[config.mk]
export PLATFORM = sky130hd
export DESIGN_NAME = snake_input_ctrl
export DESIGN_NICKNAME = d
export VERILOG_FILES = /design/src/rtl/snake_input_ctrl.sv
export SDC_FILE = /design/constraint.sdc
export NUM_CORES = 1
export LEC_CHECK = 0
export ABC_CLOCK_PERIOD_IN_PS = 2700
export CORE_ASPECT_RATIO = 0.75
export CORE_UTILIZATION = 60
export DETAILED_ROUTE_END_ITERATION = 6
export PLACE_DENSITY = 0.76
export REMOVE_ABC_BUFFERS = 1
export SYNTH_ARGS = -nofsm -noshare
export SYNTH_HDL_FRONTEND = slang
export SYNTH_SLANG_ARGS = --single-unit
[constraint.sdc]
create_clock -name Clk -period 2.7 [get_ports Clk]
set_input_delay 0.27 -clock Clk [delete_from_list [all_inputs] [get_ports Clk]]
set_output_delay 0.27 -clock Clk [all_outputs]
set_load 0.03 [all_outputs]
[src/rtl/snake_input_ctrl.sv]
// Input conditioning for the snake game: 2-FF sync + debounce of buttons and pause,
// press-to-direction decode with reversal rejection and a one-deep turn buffer committed on i_Tick.
module snake_input_ctrl #(
  parameter int unsigned DEBOUNCE_CYCLES = 1000000,
  parameter int unsigned CNT_W           = 20,
  parameter logic [1:0]  INIT_DIR        = 2'b11
) (
  input  logic       Clk,
  input  logic       Rst,
  input  logic [3:0] i_Push,
  input  logic       i_Pause,
  input  logic       i_Tick,
  output logic [1:0] o_Dir,
  output logic       o_Dir_Valid,
  output logic       o_Pause,
  output logic       o_Pending
);

  localparam int unsigned N_IN = 5;
  localparam int unsigned PAUSE_IDX = 4;
  // Released level: buttons idle high, pause idle low.
  localparam logic [N_IN-1:0] REL_LVL  = 5'b01111;
  localparam logic [CNT_W-1:0] CNT_LAST = CNT_W'(DEBOUNCE_CYCLES - 1);

  logic [N_IN-1:0]  raw_c;
  logic [N_IN-1:0]  sync1_q, sync1_d;
  logic [N_IN-1:0]  sync2_q, sync2_d;
  logic [N_IN-1:0]  deb_q, deb_d;
  logic [N_IN-1:0]  flip_c;
  logic [CNT_W-1:0] cnt_q [N_IN];
  logic [CNT_W-1:0] cnt_d [N_IN];

  logic [1:0] dir_q, dir_d;
  logic       dir_vld_q, dir_vld_d;
  logic [1:0] pend_dir_q, pend_dir_d;
  logic       pend_vld_q, pend_vld_d;

  logic       press_c;
  logic [1:0] press_dir_c;
  logic       paused_c;
  logic       commit_c;
  logic [1:0] dir_eff_c;
  logic       accept_c;

  assign raw_c    = {i_Pause, i_Push};
  assign paused_c = deb_q[PAUSE_IDX];

  // Synchronizer and per-input debounce counters.
  always_comb begin
    sync1_d = raw_c;
    sync2_d = sync1_q;
    flip_c  = '0;
    for (int i = 0; i < N_IN; i++) begin
      cnt_d[i] = '0;
      if (sync2_q[i] != deb_q[i]) begin
        if (cnt_q[i] == CNT_LAST) begin
          flip_c[i] = 1'b1;
        end else begin
          cnt_d[i] = cnt_q[i] + CNT_W'(1);
        end
      end
    end
    deb_d = deb_q ^ flip_c;
  end

  // Press decode: a debounced 1->0 flip; lowest index wins on ties.
  always_comb begin
    press_c     = 1'b0;
    press_dir_c = 2'b00;
    for (int i = 3; i >= 0; i--) begin
      if (flip_c[i] && deb_q[i]) begin
        press_c     = 1'b1;
        press_dir_c = 2'(i);
      end
    end
  end

  // Commit and acceptance; a same-cycle press is judged against the post-commit direction.
  always_comb begin
    commit_c   = i_Tick & pend_vld_q & ~paused_c;
    dir_eff_c  = commit_c ? pend_dir_q : dir_q;
    accept_c   = press_c & ~paused_c
               & (press_dir_c != dir_eff_c)
               & (press_dir_c != {dir_eff_c[1], ~dir_eff_c[0]});

    dir_d      = dir_eff_c;
    dir_vld_d  = commit_c;
    pend_dir_d = pend_dir_q;
    pend_vld_d = pend_vld_q;
    if (commit_c) begin
      pend_vld_d = 1'b0;
    end
    if (accept_c) begin
      pend_vld_d = 1'b1;
      pend_dir_d = press_dir_c;
    end
  end

  always_ff @(posedge Clk) begin
    if (Rst) begin
      sync1_q    <= REL_LVL;
      sync2_q    <= REL_LVL;
      deb_q      <= REL_LVL;
      for (int i = 0; i < N_IN; i++) begin
        cnt_q[i] <= '0;
      end
      dir_q      <= INIT_DIR;
      dir_vld_q  <= 1'b0;
      pend_dir_q <= INIT_DIR;
      pend_vld_q <= 1'b0;
    end else begin
      sync1_q    <= sync1_d;
      sync2_q    <= sync2_d;
      deb_q      <= deb_d;
      for (int i = 0; i < N_IN; i++) begin
        cnt_q[i] <= cnt_d[i];
      end
      dir_q      <= dir_d;
      dir_vld_q  <= dir_vld_d;
      pend_dir_q <= pend_dir_d;
      pend_vld_q <= pend_vld_d;
    end
  end

  assign o_Dir       = dir_q;
  assign o_Dir_Valid = dir_vld_q;
  assign o_Pause     = paused_c;
  assign o_Pending   = pend_vld_q;

endmodule

==> impl_metrics.csv, run 1 <==
group,metric,value,unit
synthesis,synth-edff-count,0,
layout,synthToLayoutAreaGrowth,13.9,%
worst_setup_path,max_stage_delay,0.62,ns
worst_hold_path,hp-class,"reg2reg",
worst_setup_path,cpMaxStageDelayCell,"o41ai_1",
synthesis,synth_area,0.00518,mm^2
global_routing,grt_max_degree,21,
timing,setup_viol,0,
synthesis,yosys.cell_types.count,47,
layout,drive_gt1_frac,0.0807,
worst_setup_path,crit_chain,"ha_1, and3_2, nand3_1, o41ai_1, a32oi_2, a211o_1",
pwr,power_leakage,2.07,nW
clock_network,post_cts_buffers,0,
timing,whs,0.406,ns
die,rows,28,
worst_setup_path,rr_endpoint,"pend_dir_q[0]$_SDFFE_PP1P_",
clock_network,clkTransAtPathRegs,0.05,ns
die,start_util,0.638,
clock_network,root_buffer,"clkbuf_16",
synthesis,yosysWarningCount,0,
placement,pre_cts_slack,0.477,ns
route,vias,3915,
placement,dpl_cell_area,0.00537,mm^2
layout,post-route-cell-area,0.00590,mm^2
die,core_region_area,0.00813,mm^2
global_routing,antenna_found_initial,0,
synthesis,yosysSeqAreaShare,0.467,
layout,final_cell_count_no_fill,712,
timing,finalSetupTns,0,ns
run_status,outcome,"complete, no violations",
clock_network,cts_buffers,17,
timing,maxSlewHeadroom,0.557,
clock_network,cts_sinks,121,
timing,rsz0062_at_grt,"no",
clock_network,clock_latency,0.41,ns
placement,place_hpwl,6590,um
timing,worstMarginPinSlew,0.665,ns
worst_setup_path,worstSetupStartpointType,"flip-flop",
layout,diodes,0,
timing,fmax,0.449,GHz
worst_setup_path,rr_startpoint,"cnt_q[0][60]$_SDFF_PP0_",
synthesis,syn_area_per_cell,8.91,um^2
timing,finalHoldViolations,0,
global_routing,track_usage,0.240,
clock_network,h-tree-depth,4,
worst_setup_path,ff2ff_setup_slack,0.47,ns
route,routedWlPerCell,13.8,um
synthesis,ys_async_sr_fraction,0,
route,drt_iter0_drc,200,
global_routing,overflow,0,
route,drt-total-wl,9860,um
timing,finalCritPeriodShare,0.824,
die,fp.dieArea,0.00902,mm^2
route,first_pass_iters,5,
placement,gp_congestion,0.787,
clock_network,cts_buffer_depth,2,
worst_setup_path,cp_max_fo,5,
layout,regArea,0.00242,mm^2
placement,dp.cells,684,
synthesis,synth_cells,582,
route,via_per_inst,5.50,
timing,slew_viol_final,0,
worst_hold_path,min_to,"sync2_q[1]$_SDFF_PP1_",
pwr,power,3.85,mW
worst_hold_path,min_path_cells,1,
worst_setup_path,required,2.99,ns
global_routing,grt_pass1_wl,16500,um
worst_setup_path,path_class,"reg2reg",
worst_setup_path,worst-endpoint-arrival,2.52,ns
layout,final_core_util,0.726,
flow_run,cap_violations,0,
pwr,peakVddDrop,0.000518,V
route,drc,0,
die,io_pins,13,
worst_setup_path,crit_path_end_kind,"flip-flop",
clock_network,cts_resized,0,
timing,worst_slack,0.475,ns
timing,skew,0.00621,ns
pwr,cellPowerDensity,653,mW/mm^2
worst_setup_path,rr_worst_depth,6,
layout,multi_input_area,0.00266,mm^2
synthesis,synthFlopType,"dfxtp_1",
worst_hold_path,hp-start,"sync1_q[1]$_SDFF_PP1_",
clock_network,cts_hold_buf,0,
placement,port_buffers,12,
synthesis,ys_ff_latch,121,
clock_network,cts_tree,"built",
die,die_w,109,um
layout,nFillCells,619,
layout,final_nets,611,
die,die-height,82.5,um
route,drtAntennaViolNets,0,
global_routing,grt_pass1_vias,3642,
timing,fin_crit,2.23,ns
critical path: cells and delay by family (launching register included):
kind | cells | cell delay (ns)
flip-flops | 1 | 0.38
adder cells (fa/ha/maj) | 1 | 0.20
AND/OR/NAND/NOR | 2 | 0.41
AO/OA/AOI/OAI | 3 | 1.13
cells by family (layout without fill, tap and decap cells):
kind of cell               Yosys count  in the layout  share of synthesized area
muxes                                2              2                    0.00386
DFF                                121            121                      0.467
and+or+nand+nor                    318            318                      0.310
xor gates and xnor gates            93             93                      0.157
buffers and inverters               25             50                     0.0203
adders and majority gates            5              5                     0.0121
AOI/OAI and AO/OA                   18             18                     0.0299
worst max path at each step:
stage	end	startpoint	slack (ns)
floorplan	pend_dir_q[0]$_SDFFE_PP1P_	cnt_q[0][60]$_SDFF_PP0_	0.76
global placement	pend_dir_q[0]$_SDFFE_PP1P_	i_Tick	0.52
detailed placement	pend_dir_q[0]$_SDFFE_PP1P_	i_Tick	0.48
CTS	pend_dir_q[0]$_SDFFE_PP1P_	cnt_q[0][60]$_SDFF_PP0_	0.49
global route	cnt_q[0][74]$_SDFF_PP0_	cnt_q[0][60]$_SDFF_PP0_	0.34
finish	pend_dir_q[0]$_SDFFE_PP1P_	cnt_q[0][60]$_SDFF_PP0_	0.47
cell usage after synthesis, types with 5 or more instances:
cell / n / area, um^2
nand3_1: 50 / 250
nand2_1: 38 / 143
xor2_1: 61 / 534
ha_1: 5 / 62.6
and4_1: 6 / 52.6
xnor2_1: 32 / 280
a211o_1: 5 / 43.8
nor2_1: 128 / 480
dfxtp_1: 121 / 2420
nor2b_1: 8 / 50.1
clkbuf_1: 9 / 33.8
inv_1: 9 / 33.8
nor3_1: 6 / 30.0
or2_2: 10 / 62.6
buf_2: 6 / 30.0
nor4b_1: 5 / 43.8
nor4_1: 6 / 37.5
and3_1: 23 / 144
nand4_1: 13 / 81.3
sequential cells by signal, summed over array words and instances (netlist names), named ones only:
| register | count |
|---|---|
| o_Pending | 1 |
| pend_dir_q | 2 |
| sync2_q | 5 |
| sync1_q | 5 |
| o_Dir_Valid | 1 |
| o_Dir | 2 |
| cnt_q | 100 |
cell type report:
class / count / share of cell area
sequential: 121 / 0.410
multi-input combinational: 436 / 0.450
tap: 105 / 0.0223
clock inverter: 3 / 0.00254
clock buffer: 25 / 0.0873
timing repair buffer: 13 / 0.0216
inverter: 9 / 0.00572
where the power goes:
group	switching, mW	internal (mW)
registers	0.00576	1.80
clock network	0.714	1.29
logic	0.0240	0.0202
routing by layer:
layer / global-route usage / vias to the layer above / part of all wire
li1: - / 1986 / -
met1: 0.311 / 1843 / 0.49
met2: 0.380 / 70 / 0.46
met3: 0.0824 / 16 / 0.037
met4: 0.0680 / 0 / 0.0096
met5: 0 / - / 0
placed cells by master, fill, tap and decap left out, types with 9 or more instances in the layout:
| cell type | n |
|---|---|
| or2_2 | 10 |
| dfxtp_1 | 121 |
| and3_1 | 23 |
| inv_1 | 9 |
| nand2_1 | 38 |
| xnor2_1 | 32 |
| xor2_1 | 61 |
| nand4_1 | 13 |
| nand3_1 | 50 |
| clkbuf_16 | 17 |
| clkdlybuf4s50_1 | 12 |
| nor2_1 | 128 |
No activity file was read; power rests on OpenSTA's default activity.
==> run 2: changes to the inputs <==
--- a/config.mk
+++ b/config.mk
@@ -5,7 +5,7 @@
 export SDC_FILE = /design/constraint.sdc
 export NUM_CORES = 1
 export LEC_CHECK = 0
-export ABC_CLOCK_PERIOD_IN_PS = 2700
+export ABC_CLOCK_PERIOD_IN_PS = 2300
 export CORE_ASPECT_RATIO = 0.75
 export CORE_UTILIZATION = 60
 export DETAILED_ROUTE_END_ITERATION = 6
==> constraint.sdc (replaced) <==
create_clock -name Clk -period 2.3 [get_ports Clk]
set_input_delay 0.23 -clock Clk [delete_from_list [all_inputs] [get_ports Clk]]
set_output_delay 0.23 -clock Clk [all_outputs]
set_load 0.03 [all_outputs]
==> run 2 against run 1 <==
Net effect:
- largest cell class unchanged
- global-route usage fell by 0.37 points
- worst setup slack got worse by 0.24 ns
- critical endpoint unchanged
- fmax rose by 7.8%
- first-iteration DRC count fell by 9.5%
- via count fell by 0.38%
- utilization rose by 1.3 points
- total power rose by 25%
- clock-buffer cell count fell by 1
- largest power group unchanged
- non-clock buffer count rose by 5
- sequential cell count did not move
- hold slack got worse by 0.023 ns
==> impl_metrics.csv, run 2 (same netlist as run 1, synthesis figures left out) <==
group,metric,value,unit
run_status,outcome,"complete, no violations",
route,drtAntennaViolNets,0,
layout,drive_gt1_frac,0.0909,
pwr,clkPwrFrac,0.551,
route,routedWlPerCell,13.3,um
timing,rsz0062_at_grt,"no",
pwr,power_leakage,2.12,nW
layout,final_core_util,0.739,
route,vias,3900,
timing,finalHoldViolations,0,
clock_network,root_buffer,"clkbuf_16",
layout,nFillCells,623,
clock_network,cts_resized,0,
die,io_pins,13,
timing,fmax,0.484,GHz
die,core_region_area,0.00813,mm^2
timing,setup_viol,0,
die,fp.dieArea,0.00902,mm^2
clock_network,clkTransAtPathRegs,0.05,ns
timing,slew_viol_final,0,
clock_network,clock_latency,0.40,ns
die,die-height,82.5,um
pwr,p_comb_frac,0.011,
layout,multi_input_area,0.00266,mm^2
clock_network,cts_hold_buf,0,
worst_setup_path,max_stage_delay,0.41,ns
worst_setup_path,cp_max_fo,4,
layout,synthToLayoutAreaGrowth,15.9,%
worst_setup_path,cpMaxStageDelayCell,"a211oi_1",
clock_network,h-tree-depth,4,
layout,final_nets,616,
pwr,cellPowerDensity,804,mW/mm^2
layout,reg_top3,"cnt_q: 100 flops, sync1_q: 5 flops, sync2_q: 5 flops",
worst_setup_path,path_class,"reg2reg",
pwr,p_switching,0.917,mW
pwr,switching_share,0.190,
global_routing,overflow,0,
placement,place_hpwl,6600,um
global_routing,grt_pass1_vias,3669,
timing,finalSetupTns,0,ns
timing,finalCritPeriodShare,0.898,
clock_network,cts_tree,"built",
layout,final_common_cell,"nor2_1",
route,drc,0,
layout,largest_reg_flops,100,
worst_setup_path,crit_chain,"ha_1, and4_1, nand2_1, nor4_1, a211oi_1, a32oi_2, a211o_1",
pwr,peakVddDrop,0.00109,V
worst_setup_path,crit_path_end_kind,"flip-flop",
clock_network,cts_sinks,121,
flow_run,cap_violations,0,
global_routing,grt_pass1_wl,16400,um
timing,maxSlewHeadroom,0.567,
route,via_per_inst,5.41,
layout,regArea,0.00242,mm^2
worst_hold_path,hp-class,"in2reg",
die,rows,28,
global_routing,antenna_found_initial,0,
worst_setup_path,worst-endpoint-arrival,2.36,ns
clock_network,post_cts_buffers,0,
clock_network,cts_buffer_depth,2,
layout,layout_common_cells,"nor2_1, dfxtp_1, xor2_1, nand3_1, nand2_1",
pwr,power_report.internal_total,3.92,mW
route,drt_iter0_drc,181,
die,die_w,109,um
placement,port_buffers,12,
layout,diodes,0,
die,start_util,0.638,
global_routing,track_usage,0.236,
timing,worstMarginPinSlew,0.649,ns
global_routing,grt_max_degree,21,
route,first_pass_iters,4,
worst_setup_path,required,2.59,ns
clock_network,cts_buffers,17,
timing,fin_crit,2.06,ns
worst_setup_path,worstSetupStartpointType,"flip-flop",
timing,skew,0.00693,ns
layout,largest-register,"cnt_q",
route,drt-total-wl,9590,um
placement,gp_congestion,0.801,
pwr,pwr-share-seq,0.438,
## run 2: path summary, 6_finish.rpt
kind / slack [ns] / cells past startpoint / end / start
worst max register to register: 0.24 / 7 / pend_dir_q[0]$_SDFFE_PP1P_ / cnt_q[0][20]$_SDFF_PP0_
worst max-delay path: 0.24 / 7 / pend_dir_q[0]$_SDFFE_PP1P_ / cnt_q[0][20]$_SDFF_PP0_
worst min-delay path: 0.38 / 2 / sync1_q[1]$_SDFF_PP1_ / i_Push[1]
worst min register to register: 0.41 / 1 / sync2_q[1]$_SDFF_PP1_ / sync1_q[1]$_SDFF_PP1_
## run 2: layer usage
metal	part of all wire	vias up	GRT usage
li1	-	2004	-
met1	0.51	1829	0.309
met2	0.45	56	0.367
met3	0.032	11	0.0754
met4	0.010	0	0.0853
met5	0	-	0
## run 2: power by group through the flow
stage	sequential (mW)	combinational (mW)	clock [mW]
2_1_floorplan	2.16	0.0260	0
3_3_place_gp	2.16	0.0529	0
3_5_place_dp	2.16	0.0543	0
4_1_cts	2.12	0.0548	2.70
5_1_grt	2.12	0.0603	2.81
6_report	2.12	0.0541	2.66
## run 2: final cells by class
cell class	instances	share of cell area
Timing Repair Buffer	18	0.0275
Clock inverter	8	0.0196
Inverter	9	0.00562
Sequential cell	121	0.403
Tap cell	105	0.0219
Clock buffer	24	0.0802
Multi-Input combinational cell	436	0.442
## run 2: critical path: cells and delay by family, from the launching register on
family | cells | cell delay, ns
compound gates | 3 | 0.93
simple gates | 3 | 0.45
flops | 1 | 0.33
fa+ha+maj | 1 | 0.23
## run 2: through the flow
stage	cells	hold slack (ns)	setup slack [ns]	instance area (um^2)	power (mW)
2_1_floorplan	566	0.299	0.358	5110	2.18
3_3_place_gp	689	0.396	0.163	5410	2.21
3_5_place_dp	689	0.400	0.0644	5410	2.21
4_1_cts	721	0.376	0.233	6010	4.87
5_1_grt	721	0.387	0.0617	6010	4.98
6_report	721	0.383	0.236	6010	4.83
